<file path="src/rtl/sfx_pkg.sv">
// Shared constants for the sound-effect sequencer: effect ids, rest code
// and FSM state encodings.
package sfx_pkg;
  localparam int SFX_WIN   = 0;
  localparam int SFX_LOSE  = 1;
  localparam int SFX_LIFE  = 2;
  localparam int SFX_SCORE = 3;
  localparam int SFX_CLICK = 4;
  localparam int SFX_SPARE = 5;

  localparam int NOTE_REST = 0;

  localparam logic [1:0] ST_IDLE = 2'd0;
  localparam logic [1:0] ST_PLAY = 2'd1;
  localparam logic [1:0] ST_GAP  = 2'd2;
endpackage

</file>
<file path="src/rtl/sfx_rom.sv">
// Melody tables: combinational (id, step) -> note, duration in ticks, last flag.
module sfx_rom
  import sfx_pkg::*;
#(
  parameter int NOTE_W = 6,
  parameter int DUR_W  = 8,
  parameter int ID_W   = 3,
  parameter int STEP_W = 5
) (
  input  logic [ID_W-1:0]   id,
  input  logic [STEP_W-1:0] step,
  output logic [NOTE_W-1:0] rom_note,
  output logic [DUR_W-1:0]  rom_dur,
  output logic              rom_last
);
  int   n, d;
  logic l;

  // Steps past the end of a table read as a rest marked last.
  always_comb begin
    n = NOTE_REST;
    d = 1;
    l = 1'b1;
    case (int'(id))
      SFX_WIN: case (int'(step))
        0: begin n = 25; d = 10; l = 1'b0; end
        1: begin n = 29; d = 10; l = 1'b0; end
        2: begin n = 32; d = 20; end
        default: ;
      endcase
      SFX_LOSE: case (int'(step))
        0: begin n = 12; d = 20; l = 1'b0; end
        1: begin n = 10; d = 20; l = 1'b0; end
        2: begin n = 8;  d = 40; end
        default: ;
      endcase
      SFX_LIFE: case (int'(step))
        0: begin n = 20; d = 10; l = 1'b0; end
        1: begin n = 24; d = 10; end
        default: ;
      endcase
      SFX_SCORE: case (int'(step))
        0: begin n = 13; d = 30; l = 1'b0; end
        1: begin n = 17; d = 30; l = 1'b0; end
        2: begin n = 20; d = 30; l = 1'b0; end
        3: begin n = 26; d = 30; end
        default: ;
      endcase
      SFX_CLICK: case (int'(step))
        0: begin n = 19; d = 30; l = 1'b0; end
        1: begin n = 17; d = 20; l = 1'b0; end
        2: begin n = 16; d = 20; l = 1'b0; end
        3: begin n = 15; d = 30; end
        default: ;
      endcase
      SFX_SPARE: case (int'(step))
        0: begin n = 40; d = 0; l = 1'b0; end
        1: begin n = 41; d = 2; end
        default: ;
      endcase
      default: ;
    endcase
  end

  assign rom_note = NOTE_W'(n);
  assign rom_dur  = DUR_W'(d);
  assign rom_last = l;
endmodule

</file>
<file path="src/rtl/sfx_sequencer.sv">
// Sound-effect sequencer: edge-detected triggers, fixed-priority pre-emptive
// arbitration, melody stepping at a prescaled tick with optional gaps.
module sfx_sequencer
  import sfx_pkg::*;
#(
  parameter  int NOTE_W    = 6,
  parameter  int DUR_W     = 8,
  parameter  int NUM_SFX   = 6,
  parameter  int MAX_STEPS = 32,
  parameter  int TICK_DIV  = 131072,
  parameter  int GAP_TICKS = 0,
  localparam int ID_W      = $clog2(NUM_SFX),
  localparam int STEP_W    = $clog2(MAX_STEPS)
) (
  input  logic               clk,
  input  logic               reset,
  input  logic               enable,
  input  logic [NUM_SFX-1:0] trig,
  output logic [NOTE_W-1:0]  note,
  output logic               busy,
  output logic [ID_W-1:0]    active_id,
  output logic               done
);
  localparam int PS_W  = $clog2(TICK_DIV);
  localparam int GAP_W = (GAP_TICKS > 1) ? $clog2(GAP_TICKS + 1) : 1;

  logic [PS_W-1:0]    ps;
  logic               tick;
  logic [NUM_SFX-1:0] trig_q, pending, rise, clr_mask;
  logic [1:0]         state;
  logic [STEP_W-1:0]  step, ld_step;
  logic [DUR_W-1:0]   remaining, ld_dur, ld_len;
  logic [GAP_W-1:0]   gap_cnt;
  logic               last_q, ld_last;
  logic [NOTE_W-1:0]  ld_note;
  logic [ID_W-1:0]    win_id, ld_id;
  logic               have, is_last, finish, pick, start_new, advance;

  assign tick = (ps == PS_W'(TICK_DIV - 1));
  assign rise = trig & ~trig_q;
  assign have = |pending;

  always_comb begin
    win_id = '0;
    for (int i = NUM_SFX - 1; i >= 0; i--)
      if (pending[i]) win_id = ID_W'(i);
  end

  assign is_last   = last_q | (step == STEP_W'(MAX_STEPS - 1));
  assign finish    = (state == ST_PLAY) && (remaining == DUR_W'(1)) && is_last;
  // A new effect starts from idle, on pre-emption, or chained onto a natural finish.
  assign pick      = have && ((state == ST_IDLE) || (win_id <= active_id) || finish);
  assign start_new = tick && pick;
  assign advance   = tick && (((state == ST_PLAY) && (remaining == DUR_W'(1)) && !is_last
                               && (GAP_TICKS == 0))
                              || ((state == ST_GAP) && (gap_cnt == GAP_W'(1))));
  assign clr_mask  = start_new ? (NUM_SFX'(1) << win_id) : '0;

  // The ROM is addressed with the entry about to be loaded; its last flag is latched.
  assign ld_id   = pick ? win_id : active_id;
  assign ld_step = pick ? '0 : step + STEP_W'(1);
  assign ld_len  = (ld_dur == '0) ? DUR_W'(1) : ld_dur;

  sfx_rom #(.NOTE_W(NOTE_W), .DUR_W(DUR_W), .ID_W(ID_W), .STEP_W(STEP_W)) u_rom (
    .id       (ld_id),
    .step     (ld_step),
    .rom_note (ld_note),
    .rom_dur  (ld_dur),
    .rom_last (ld_last)
  );

  always_ff @(posedge clk or posedge reset) begin
    if (reset) begin
      ps        <= '0;
      trig_q    <= '0;
      pending   <= '0;
      state     <= ST_IDLE;
      step      <= '0;
      remaining <= '0;
      gap_cnt   <= '0;
      last_q    <= 1'b0;
      note      <= '0;
      busy      <= 1'b0;
      active_id <= '0;
      done      <= 1'b0;
    end else begin
      ps     <= tick ? '0 : ps + PS_W'(1);
      trig_q <= trig;
      done   <= 1'b0;
      if (!enable) begin
        state   <= ST_IDLE;
        note    <= NOTE_W'(NOTE_REST);
        busy    <= 1'b0;
        pending <= '0;
      end else begin
        pending <= (pending & ~clr_mask) | rise;
        if (tick) begin
          // done marks any natural finish, including one chained into a pending effect.
          done <= finish;
          if (start_new) begin
            active_id <= win_id;
            step      <= '0;
            note      <= ld_note;
            remaining <= ld_len;
            last_q    <= ld_last;
            busy      <= 1'b1;
            state     <= ST_PLAY;
          end else if (advance) begin
            step      <= ld_step;
            note      <= ld_note;
            remaining <= ld_len;
            last_q    <= ld_last;
            state     <= ST_PLAY;
          end else if (state == ST_PLAY) begin
            if (remaining != DUR_W'(1)) begin
              remaining <= remaining - DUR_W'(1);
            end else if (is_last) begin
              state <= ST_IDLE;
              note  <= NOTE_W'(NOTE_REST);
              busy  <= 1'b0;
            end else begin
              state   <= ST_GAP;
              note    <= NOTE_W'(NOTE_REST);
              gap_cnt <= GAP_W'(GAP_TICKS);
            end
          end else if (state == ST_GAP) begin
            gap_cnt <= gap_cnt - GAP_W'(1);
          end
        end
      end
    end
  end
endmodule
</file>
<file path="config.mk">
export PLATFORM = sky130hd
export DESIGN_NAME = sfx_sequencer
export DESIGN_NICKNAME = d
export VERILOG_FILES = /design/src/rtl/sfx_pkg.sv /design/src/rtl/sfx_rom.sv /design/src/rtl/sfx_sequencer.sv
export SDC_FILE = /design/constraint.sdc
export NUM_CORES = 1
export LEC_CHECK = 0
export BUFFER_PORTS_ARGS = -buffer_cell sky130_fd_sc_hd__buf_2
export CORE_AREA = 2 2 81 91
export DETAILED_ROUTE_END_ITERATION = 10
export DIE_AREA = 0 0 83 93
export PLACE_DENSITY = 0.69
export SLEW_MARGIN = 40
export SYNTH_ARGS = -nofsm -noshare
export SYNTH_HDL_FRONTEND = slang
export SYNTH_SLANG_ARGS = --single-unit
</file>
<file path="constraint.sdc">
create_clock -name clk -period 2.95 [get_ports clk]
set_input_delay 0.4425 -clock clk [delete_from_list [all_inputs] [get_ports clk]]
set_output_delay 0.4425 -clock clk [all_outputs]
set_load 0.1 [all_outputs]
</file>
==> impl_metrics.yaml, run 1 <==
drt:
  top_layer: "met4"
  wl_per_cell_um: 16.4
  final_antenna_net_count: 0
  wl_um: 8880
  route.detailed.drc: 0
  vias: 3196
  initialDrtViolationCount: 257
  wl_met3_um: 364
  route.layer.met1.wl_um: 3860
  wl_met2_um: 4420
  drt-pass1-iter-count: 5
  vias_per_cell: 5.92
finish:
  nNetsFinal: 469
  layout-drive-gt1-share_pct: 34.1
  fillers: 538
  instances_no_fill: 540
  antenna_cells: 0
  stdcell_area_um2: 4470
  syn2layout_area_growth_pct: 33.8
  fin_util_pct: 65.3
synth:
  ys.flop_type: "dfrtp_1"
  synth_edf_count: 0
  synth_area_per_cell_um2: 8.79
  synth-seq-area-share_pct: 42.7
  synth_nets: 398
  synth_cells: 380
  synth_common_cells: "57 x dfrtp_1, 47 x nor2_1, 32 x o21ai_0"
  ys_ff_latch: 57
  yosys.cell_types.count: 61
  synth_top_area_cell: "dfrtp_1"
  synthArstFlopShare_pct: 100
  netlist_area_um2: 3340
  yosysTopAreaCellShare_pct: 42.7
  ys_warn_count: 0
  synth_area_leaders: "dfrtp_1 43%, nor2_1 5.3%, o21ai_0 4.8%, nand3_1 3.6%, nand2_1 3.5%"
  yosysMostFrequentCell: "dfrtp_1"
cts:
  clockRootBuffer: "clkbuf_8"
  clk_path_buf_depth: 2
  cts_tree: "built"
  clk_pin_slew_ns: 0.07
  htreeDepth: 3
  clkSinkCount: 57
  insertion_delay_ns: 0.34
  numCtsBuffers: 9
sta:
  setup_slack_ns: -0.0512
  hold_slack_ns: 0.222
  fmax_mhz: 333
  worstMarginPinSlew_ns: 0.780
  report.final.setup_viol: 3
  setup_tns_ns: -0.109
  report.final.slew_viol_count: 0
  fin_crit_sh_pct: 102
  rsz0062_at_grt: "yes"
  period_minus_slack_ns: 3.00
  relSlewSlack_pct: 47.7
  clock-skew-final_ns: 0.0130
  final-hold-violation-count: 0
place:
  post-place-cells: 518
  pre_cts_ws_ns: -0.142
  gp_congestion: 0.942
  post_dp_cell_area_um2: 3910
  dp_hpwl_um: 5860
  port_buffers: 19
critical_path:
  critPathArrivalTime_ns: 3.26
  end_kind: "register"
  cp_max_fo: 8
  path_class: "reg -> reg"
  cp-start-kind: "register"
  critPathRequiredTime_ns: 3.21
global_routing:
  grt_max_degree: 58
  antenna_found_initial: 0
  grt_pass1_vias: 3075
  grt_overflow: 0
  grt_pass1_wl_um: 14000
  grtUsageTotal_pct: 22.5
outcome:
  status: "finished, violations left"
  violations: "setup timing"
die:
  ioPinCount: 20
  core_um2: 6850
  num_rows: 32
  die-area_um2: 7720
  fp.dieW_um: 83
  die_y_um: 93
  start_util_pct: 48.8
power_and_ir_drop:
  p_leak_nw: 1.95
  peakVddDrop_mv: 0.340
  finalPower_mw: 1.92
  p_per_area_nw_per_um2: 429
min_path:
  hold_class: "in -> reg"
run:
  maxCapViolCount: 0
[worst paths after layout]
check,startpoint,to,slack [ns],cells past startpoint
worst max-delay path,pending[1],note[3],-0.05,11
max in group asynchronous,reset,active_id[2],2.14,3
min in group asynchronous,reset,note[5],0.29,3
worst min register to register,ps[0],ps[0],0.45,1
worst min-delay path,trig[0],trig_q[0],0.22,1
worst max register to register,pending[1],note[3],-0.05,11
[report_power, final]
group	switching, mW	internal [mW]	total [mW]
registers	0.00486	0.791	0.796
logic	0.236	0.208	0.445
clock network	0.308	0.368	0.676
[logic make-up (layout without fill, tap and decap cells)]
| kind of cell | Yosys count | count (layout) | share of synthesized area (%) |
|---|---|---|---|
| AO/OA/AOI/OAI | 107 | 107 | 21.6 |
| XOR/XNOR | 19 | 19 | 4.98 |
| adder cells (fa/ha/maj) | 9 | 9 | 3.37 |
| buffers and inverters | 29 | 104 | 3.56 |
| flip-flops | 57 | 57 | 42.7 |
| multiplexers | 2 | 2 | 0.636 |
| AND/OR/NAND/NOR | 157 | 157 | 23.2 |
[worst max-delay path, stage by stage (launching register included)]
cell and delay, ns:
dfrtp_1 0.43, or4_4 0.52, nor2_4 0.16, ha_4 0.22, nand3_2 0.09, o21ai_4 0.08
o31a_1 0.32, buf_6 0.17, or3_4 0.43, nor4b_2 0.25, nor3_1 0.08, o221ai_1 0.16
[timing repair]
item	4_1_cts	5_1_grt
setup buffers	1	6
endpoints found under the setup margin	12	17
pin swaps	6	27
resized for setup	17	62
hold buffers	0	0
[sequential cells by signal, indices dropped and copies added, names as in the netlist]
| register | flops |
|---|---|
| done | 1 |
| busy | 1 |
| last_q | 1 |
| gap_cnt | 1 |
| ps | 17 |
| state | 2 |
| note | 6 |
| active_id | 3 |
| trig_q | 6 |
| remaining | 8 |
| step | 5 |
| pending | 6 |
[layout make-up]
class	count	area, um2	area share [%]
tap	85	106	2.38
inverter	11	41.3	0.924
clock inverter	2	12.5	0.280
timing repair buffer	78	583	13.0
clock buffer	13	169	3.78
sequential	57	1430	32.0
multi-input combinational	294	2130	47.6
[layout by cell type (no fill, tap or decap), types with 3 or more instances in the layout]
cell type,synthesis,final
buf_2,4,19
nor3_1,9,5
o31ai_1,6,5
o31a_1,4,4
nor2b_1,10,8
or3_4,1,4
dfrtp_2,0,3
a21oi_1,15,11
ha_2,0,3
nand2_1,31,30
and3_1,8,8
a31oi_1,6,5
inv_1,10,9
xor2_1,12,12
dfrtp_1,57,54
nor3_4,0,4
o21ai_2,2,4
buf_6,0,12
nor2_2,0,5
o22ai_1,5,4
nand3_1,24,23
ha_1,9,4
nand2b_1,6,6
a21boi_0,8,8
clkbuf_8,0,12
xnor2_1,7,7
o21ai_0,32,23
o21ai_1,2,7
nor4_1,4,3
buf_4,1,47
nor2_1,47,40
a21oi_2,0,4
[layer usage]
metal | vias to the layer above | global-route usage [%]
met5 | - | 0
met4 | 0 | 11.7
met3 | 24 | 3.44
met2 | 110 | 37.8
met1 | 1526 | 28.3
li1 | 1536 | -
Power figures use the tool's default switching activity.
==> run 2, diff against run 1 <==
Settings changed: CTS_BUF_LIST set to sky130_fd_sc_hd__clkbuf_2 sky130_fd_sc_hd__clkbuf_4 sky130_fd_sc_hd__clkbuf_8.
==> impl_metrics.yaml, run 2 (synthesis results as in run 1) <==
cts:
  clockRootBuffer: "clkbuf_8"
  htreeDepth: 3
  numCtsBuffers: 9
  clk_path_buf_depth: 2
  clk_pin_slew_ns: 0.07
  clkSinkCount: 57
  insertion_delay_ns: 0.34
  cts_tree: "built"
power_and_ir_drop:
  switching_power_uw: 550
  seqPwrFrac_pct: 41.3
  clockPowerShare_pct: 35.6
  p_leak_nw: 1.96
  sw_frac_of_total_pct: 28.5
  peakVddDrop_mv: 0.340
  p_per_area_nw_per_um2: 431
  pwr-share-comb_pct: 23.1
  finalPower_mw: 1.93
  p_int_mw: 1.38
run:
  maxCapViolCount: 0
min_path:
  hold_class: "in -> reg"
sta:
  fin_crit_sh_pct: 102
  setup_tns_ns: -0.109
  fmax_mhz: 333
  final-hold-violation-count: 0
  period_minus_slack_ns: 3.00
  worstMarginPinSlew_ns: 0.780
  report.final.setup_viol: 3
  clock-skew-final_ns: 0.0130
  report.final.slew_viol_count: 0
  rsz0062_at_grt: "yes"
  setup_slack_ns: -0.0512
  relSlewSlack_pct: 47.7
critical_path:
  max_stage_delay_ns: 0.52
  cpMaxStageDelayCell: "or4_4"
  cp-start-kind: "register"
  critPathRequiredTime_ns: 3.21
  end_kind: "register"
  critPathArrivalTime_ns: 3.26
  path_class: "reg -> reg"
  crit_chain: "or4_4 -> nor2_4 -> ha_4 -> nand3_2 -> o21ai_4 -> o31a_1 -> buf_6 -> or3_4 -> nor4b_2 -> nor3_1 -> o221ai_1"
  cp_max_fo: 8
finish:
  top_register: "ps"
  syn2layout_area_growth_pct: 33.9
  multiInputGateArea_um2: 2130
  antenna_cells: 0
  seq_area_um2: 1430
  fin_util_pct: 65.4
  stdcell_area_um2: 4470
  mostFrequentLayoutCell: "dfrtp_1"
  layout-drive-gt1-share_pct: 34.3
  nNetsFinal: 469
  largest_reg_flops: 17
  instances_no_fill: 540
  final_cell_mix: "54 x dfrtp_1, 47 x buf_4, 40 x nor2_1"
  reg_top3: "ps x17, remaining x8"
  fillers: 539
drt:
  final_antenna_net_count: 0
  wl_per_cell_um: 16.4
  route.detailed.drc: 0
  wl_um: 8880
  vias_per_cell: 5.92
  initialDrtViolationCount: 257
  drt-pass1-iter-count: 5
  vias: 3196
place:
  port_buffers: 19
  post-place-cells: 518
  gp_congestion: 0.942
  dp_hpwl_um: 5860
  post_dp_cell_area_um2: 3910
global_routing:
  grt_pass1_vias: 3075
  antenna_found_initial: 0
  grt_overflow: 0
  grt_max_degree: 58
  grtUsageTotal_pct: 22.5
  grt_pass1_wl_um: 14000
die:
  num_rows: 32
  die-area_um2: 7720
  start_util_pct: 48.8
  die_y_um: 93
  ioPinCount: 20
  core_um2: 6850
  fp.dieW_um: 83
outcome:
  status: "finished, violations left"
  violations: "setup timing"
## run 2: power by group through the flow
stage | combinational [mW] | sequential (mW) | clock, mW
finish | 0.445 | 0.796 | 0.685
detailed placement | 0.321 | 0.810 | 0
global placement | 0.317 | 0.809 | 0
floorplan | 0.189 | 0.812 | 0
global route | 0.475 | 0.796 | 0.724
CTS | 0.343 | 0.795 | 0.694
## run 2: layout make-up
type | instances | area share, %
clock buffer | 13 | 3.86
clock inverter | 2 | 0.280
inverter | 11 | 0.923
multi-input combinational | 294 | 47.6
sequential | 57 | 32.0
tap | 85 | 2.38
timing repair buffer | 78 | 13.0
## run 2: critical path: cells and delay by family (launching register included)
family / cells / cell delay (ns)
flip-flops: 1 / 0.43
buffers and inverters: 1 / 0.17
AO/OA/AOI/OAI: 3 / 0.56
AND/OR/NAND/NOR: 6 / 1.53
adder cells (fa/ha/maj): 1 / 0.22
## run 2: worst paths after layout
| check | startpoint | end | slack [ns] | cells after the start |
|---|---|---|---|---|
| worst max register to register | pending[1] | note[3] | -0.05 | 11 |
| worst max-delay path | pending[1] | note[3] | -0.05 | 11 |
| worst min-delay path | trig[0] | trig_q[0] | 0.22 | 1 |
| min in group asynchronous | reset | note[5] | 0.29 | 3 |
| worst min register to register | ps[0] | ps[0] | 0.45 | 1 |
| max in group asynchronous | reset | active_id[2] | 2.14 | 3 |
## run 2: timing repair
| action | in CTS | in global routing |
|---|---|---|
| buffers inserted | 1 | 6 |
| gates resized for setup | 17 | 62 |
| endpoints found under the setup margin | 12 | 17 |
| hold buffers | 0 | 0 |
| pin swaps | 6 | 27 |
## run 2: through the flow
step	hold WS, ns	worst slack [ns]
after floorplan	0.417	0.00868
after global placement	0.431	-0.105
after detailed placement	0.439	-0.142
after CTS	0.218	0.00244
after global routing	0.220	-0.122
final	0.222	-0.0512
## run 2: per-layer routing
metal	wire length, um	global-route usage [%]	up-vias	part of all wire, %
li1	-	-	1536	-
met4	233	11.7	0	2.6
met5	0	0	-	0
met2	4420	37.8	110	50
met3	364	3.44	24	4.1
met1	3860	28.3	1526	44
==> run 3, diff against run 2 <==
Settings changed: CORE_AREA 2 2 81 91 to 2 2 84 94, DIE_AREA 0 0 83 93 to 0 0 86 96, PLACE_DENSITY 0.69 to 0.68, SYNTH_HIERARCHICAL set to 1.
==> impl_metrics.yaml, run 3 <==
finish:
  reg_top3: "ps x17, remaining x8"
  layout-drive-gt1-share_pct: 41.7
  top_register: "ps"
  nNetsFinal: 522
  antenna_cells: 0
  fin_util_pct: 67.6
  mostFrequentLayoutCell: "buf_4"
  syn2layout_area_growth_pct: 39.4
  fillers: 558
  seq_area_um2: 1430
  final_cell_mix: "95 x buf_4, 54 x dfrtp_1, 31 x nand2_1, 31 x nor2_1, 19 x buf_2"
  multiInputGateArea_um2: 2150
  largest_reg_flops: 17
outcome:
  violations: "setup timing"
  status: "finished, violations left"
min_path:
  hold_class: "in -> async"
critical_path:
  path_class: "reg -> reg"
  rrSetupSlack_ns: -0.28
  r2r-end: "remaining[5]"
  critPathRequiredTime_ns: 3.20
  critPathArrivalTime_ns: 3.49
  rr_worst_depth: 10
  worst_r2r_startpoint: "remaining[5]"
  cp-start-kind: "register"
  end_kind: "register"
  cp_max_fo: 7
synth:
  synth_edf_count: 0
  synth_area_per_cell_um2: 9.23
  ys_warn_count: 6
  synth_top_area_cell: "dfrtp_1"
  ys_ff_latch: 57
  synth-seq-area-share_pct: 40.2
  synth_cells: 384
  synthArstFlopShare_pct: 100
  yosysTopAreaCellShare_pct: 40.2
  yosysMostFrequentCell: "dfrtp_1"
  ys.flop_type: "dfrtp_1"
  synth_common_cells: "57 x dfrtp_1, 38 x nor2_1, 31 x nand2_1"
  yosys.cell_types.count: 65
  synth_area_leaders: "dfrtp_1 40%, nor2_1 4.0%, nand2_1 3.3%, ha_1 3.2%, a21oi_1 3.1%"
  netlist_area_um2: 3540
cts:
  clk_path_buf_depth: 2
  insertion_delay_ns: 0.33
  clkSinkCount: 57
  cts_tree: "built"
  clockRootBuffer: "clkbuf_8"
  numCtsBuffers: 9
  htreeDepth: 3
  cts_hold_buf: 0
  clk_pin_slew_ns: 0.07
die:
  die_y_um: 96
  start_util_pct: 48.5
  ioPinCount: 20
  core_um2: 7310
  fp.dieW_um: 86
  num_rows: 33
  die-area_um2: 8260
sta:
  fin_crit_sh_pct: 110
  relSlewSlack_pct: 55.0
  rsz0062_at_grt: "yes"
  final-hold-violation-count: 0
  fmax_mhz: 309
  setup_slack_ns: -0.284
  clock-skew-final_ns: 0.00626
  report.final.slew_viol_count: 0
  period_minus_slack_ns: 3.23
  report.final.setup_viol: 13
  worstMarginPinSlew_ns: 0.674
drt:
  route.detailed.drc: 0
  vias_per_cell: 5.69
  wl_um: 9570
  vias: 3391
  final_antenna_net_count: 0
  drt-pass1-iter-count: 4
  wl_per_cell_um: 16.1
  initialDrtViolationCount: 205
run:
  maxCapViolCount: 0
place:
  port_buffers: 19
  gp_congestion: 0.990
  pre_cts_ws_ns: -0.342
  dp_hpwl_um: 6530
global_routing:
  grtUsageTotal_pct: 24.8
  grt_overflow: 0
  grt_max_degree: 39
  grt_pass1_vias: 3531
  antenna_found_initial: 0
  grt_pass1_wl_um: 16100
power_and_ir_drop:
  p_leak_nw: 2.30
  peakVddDrop_mv: 0.340
  p_per_area_nw_per_um2: 404
==> run 3: how the worst max path moves through the flow <==
stage                 startpoint           end  slack (ns)  depth (start not counted)
floorplan           remaining[3]  remaining[0]       -0.39                         15
global placement    remaining[5]  remaining[0]       -0.29                         14
detailed placement  remaining[5]  remaining[5]       -0.34                         10
CTS                 remaining[5]  remaining[0]       -0.27                         11
global route          pending[3]  remaining[0]       -0.44                         21
finish              remaining[5]  remaining[5]       -0.28                         10
==> run 3: layout make-up <==
class,instances,share of cell area (%)
Clock buffer,11,2.94
Clock inverter,5,1.11
Inverter,15,1.29
Multi-Input combinational cell,293,43.6
Sequential cell,57,29.0
Tap cell,87,2.20
Timing Repair Buffer,128,19.9
==> run 3: worst max-delay path, stage by stage (launching register included) <==
cell and delay (ns):
dfrtp_1 0.38, or4_4 0.54, or4_4 0.47, o211a_4 0.27, a21oi_4 0.23, nor2_2 0.08, or3_4 0.41, nor4_4 0.38
buf_4 0.17, mux2i_1 0.08, a2bb2oi_2 0.16
==> run 3: through the flow <==
step	cell area [um2]	hold WS (ns)	std cells	TNS, ns	power, mW
after CTS	4760	0.211	589	-2.18	1.95
after floorplan	3590	0.445	385	-2.43	1.00
final	4940	0.183	596	-2.56	2.00
after detailed placement	4280	0.475	555	-3.19	1.14
after global placement	4280	0.463	555	-2.40	1.13
after global routing	4940	0.211	596	-4.57	2.08
==> run 3: layer usage <==
metal	vias to the layer above	part of all wire, %	GRT usage (%)
li1	1609	-	-
met1	1669	42	29.3
met2	87	51	43.2
met3	26	4.0	4.80
met4	0	3.1	12.2
met5	-	0	0
==> run 3: report_power, final <==
group          leakage [nW]  total [mW]  internal [mW]  switching (mW)
clock                0.0987       0.739          0.419           0.320
combinational          1.45       0.463          0.227           0.235
sequential            0.748       0.796          0.791         0.00502
==> run 3: timing repair <==
item	4_1_cts	5_1_grt
pin swaps	17	16
buffers inserted	19	7
endpoints found under the setup margin	13	17
resized for setup	39	25
==> run 3: cells by family (layout without fill, tap and decap cells) <==
logic type,Yosys count,count (layout),synth area share [%]
AOI/OAI and AO/OA,102,102,20.2
xor gates and xnor gates,15,15,3.71
adders and majority gates,10,10,3.49
buffers and inverters,35,159,5.79
DFF,57,57,40.2
muxes,14,14,4.52
other,1,2,0.106
and+or+nand+nor,150,150,22.0
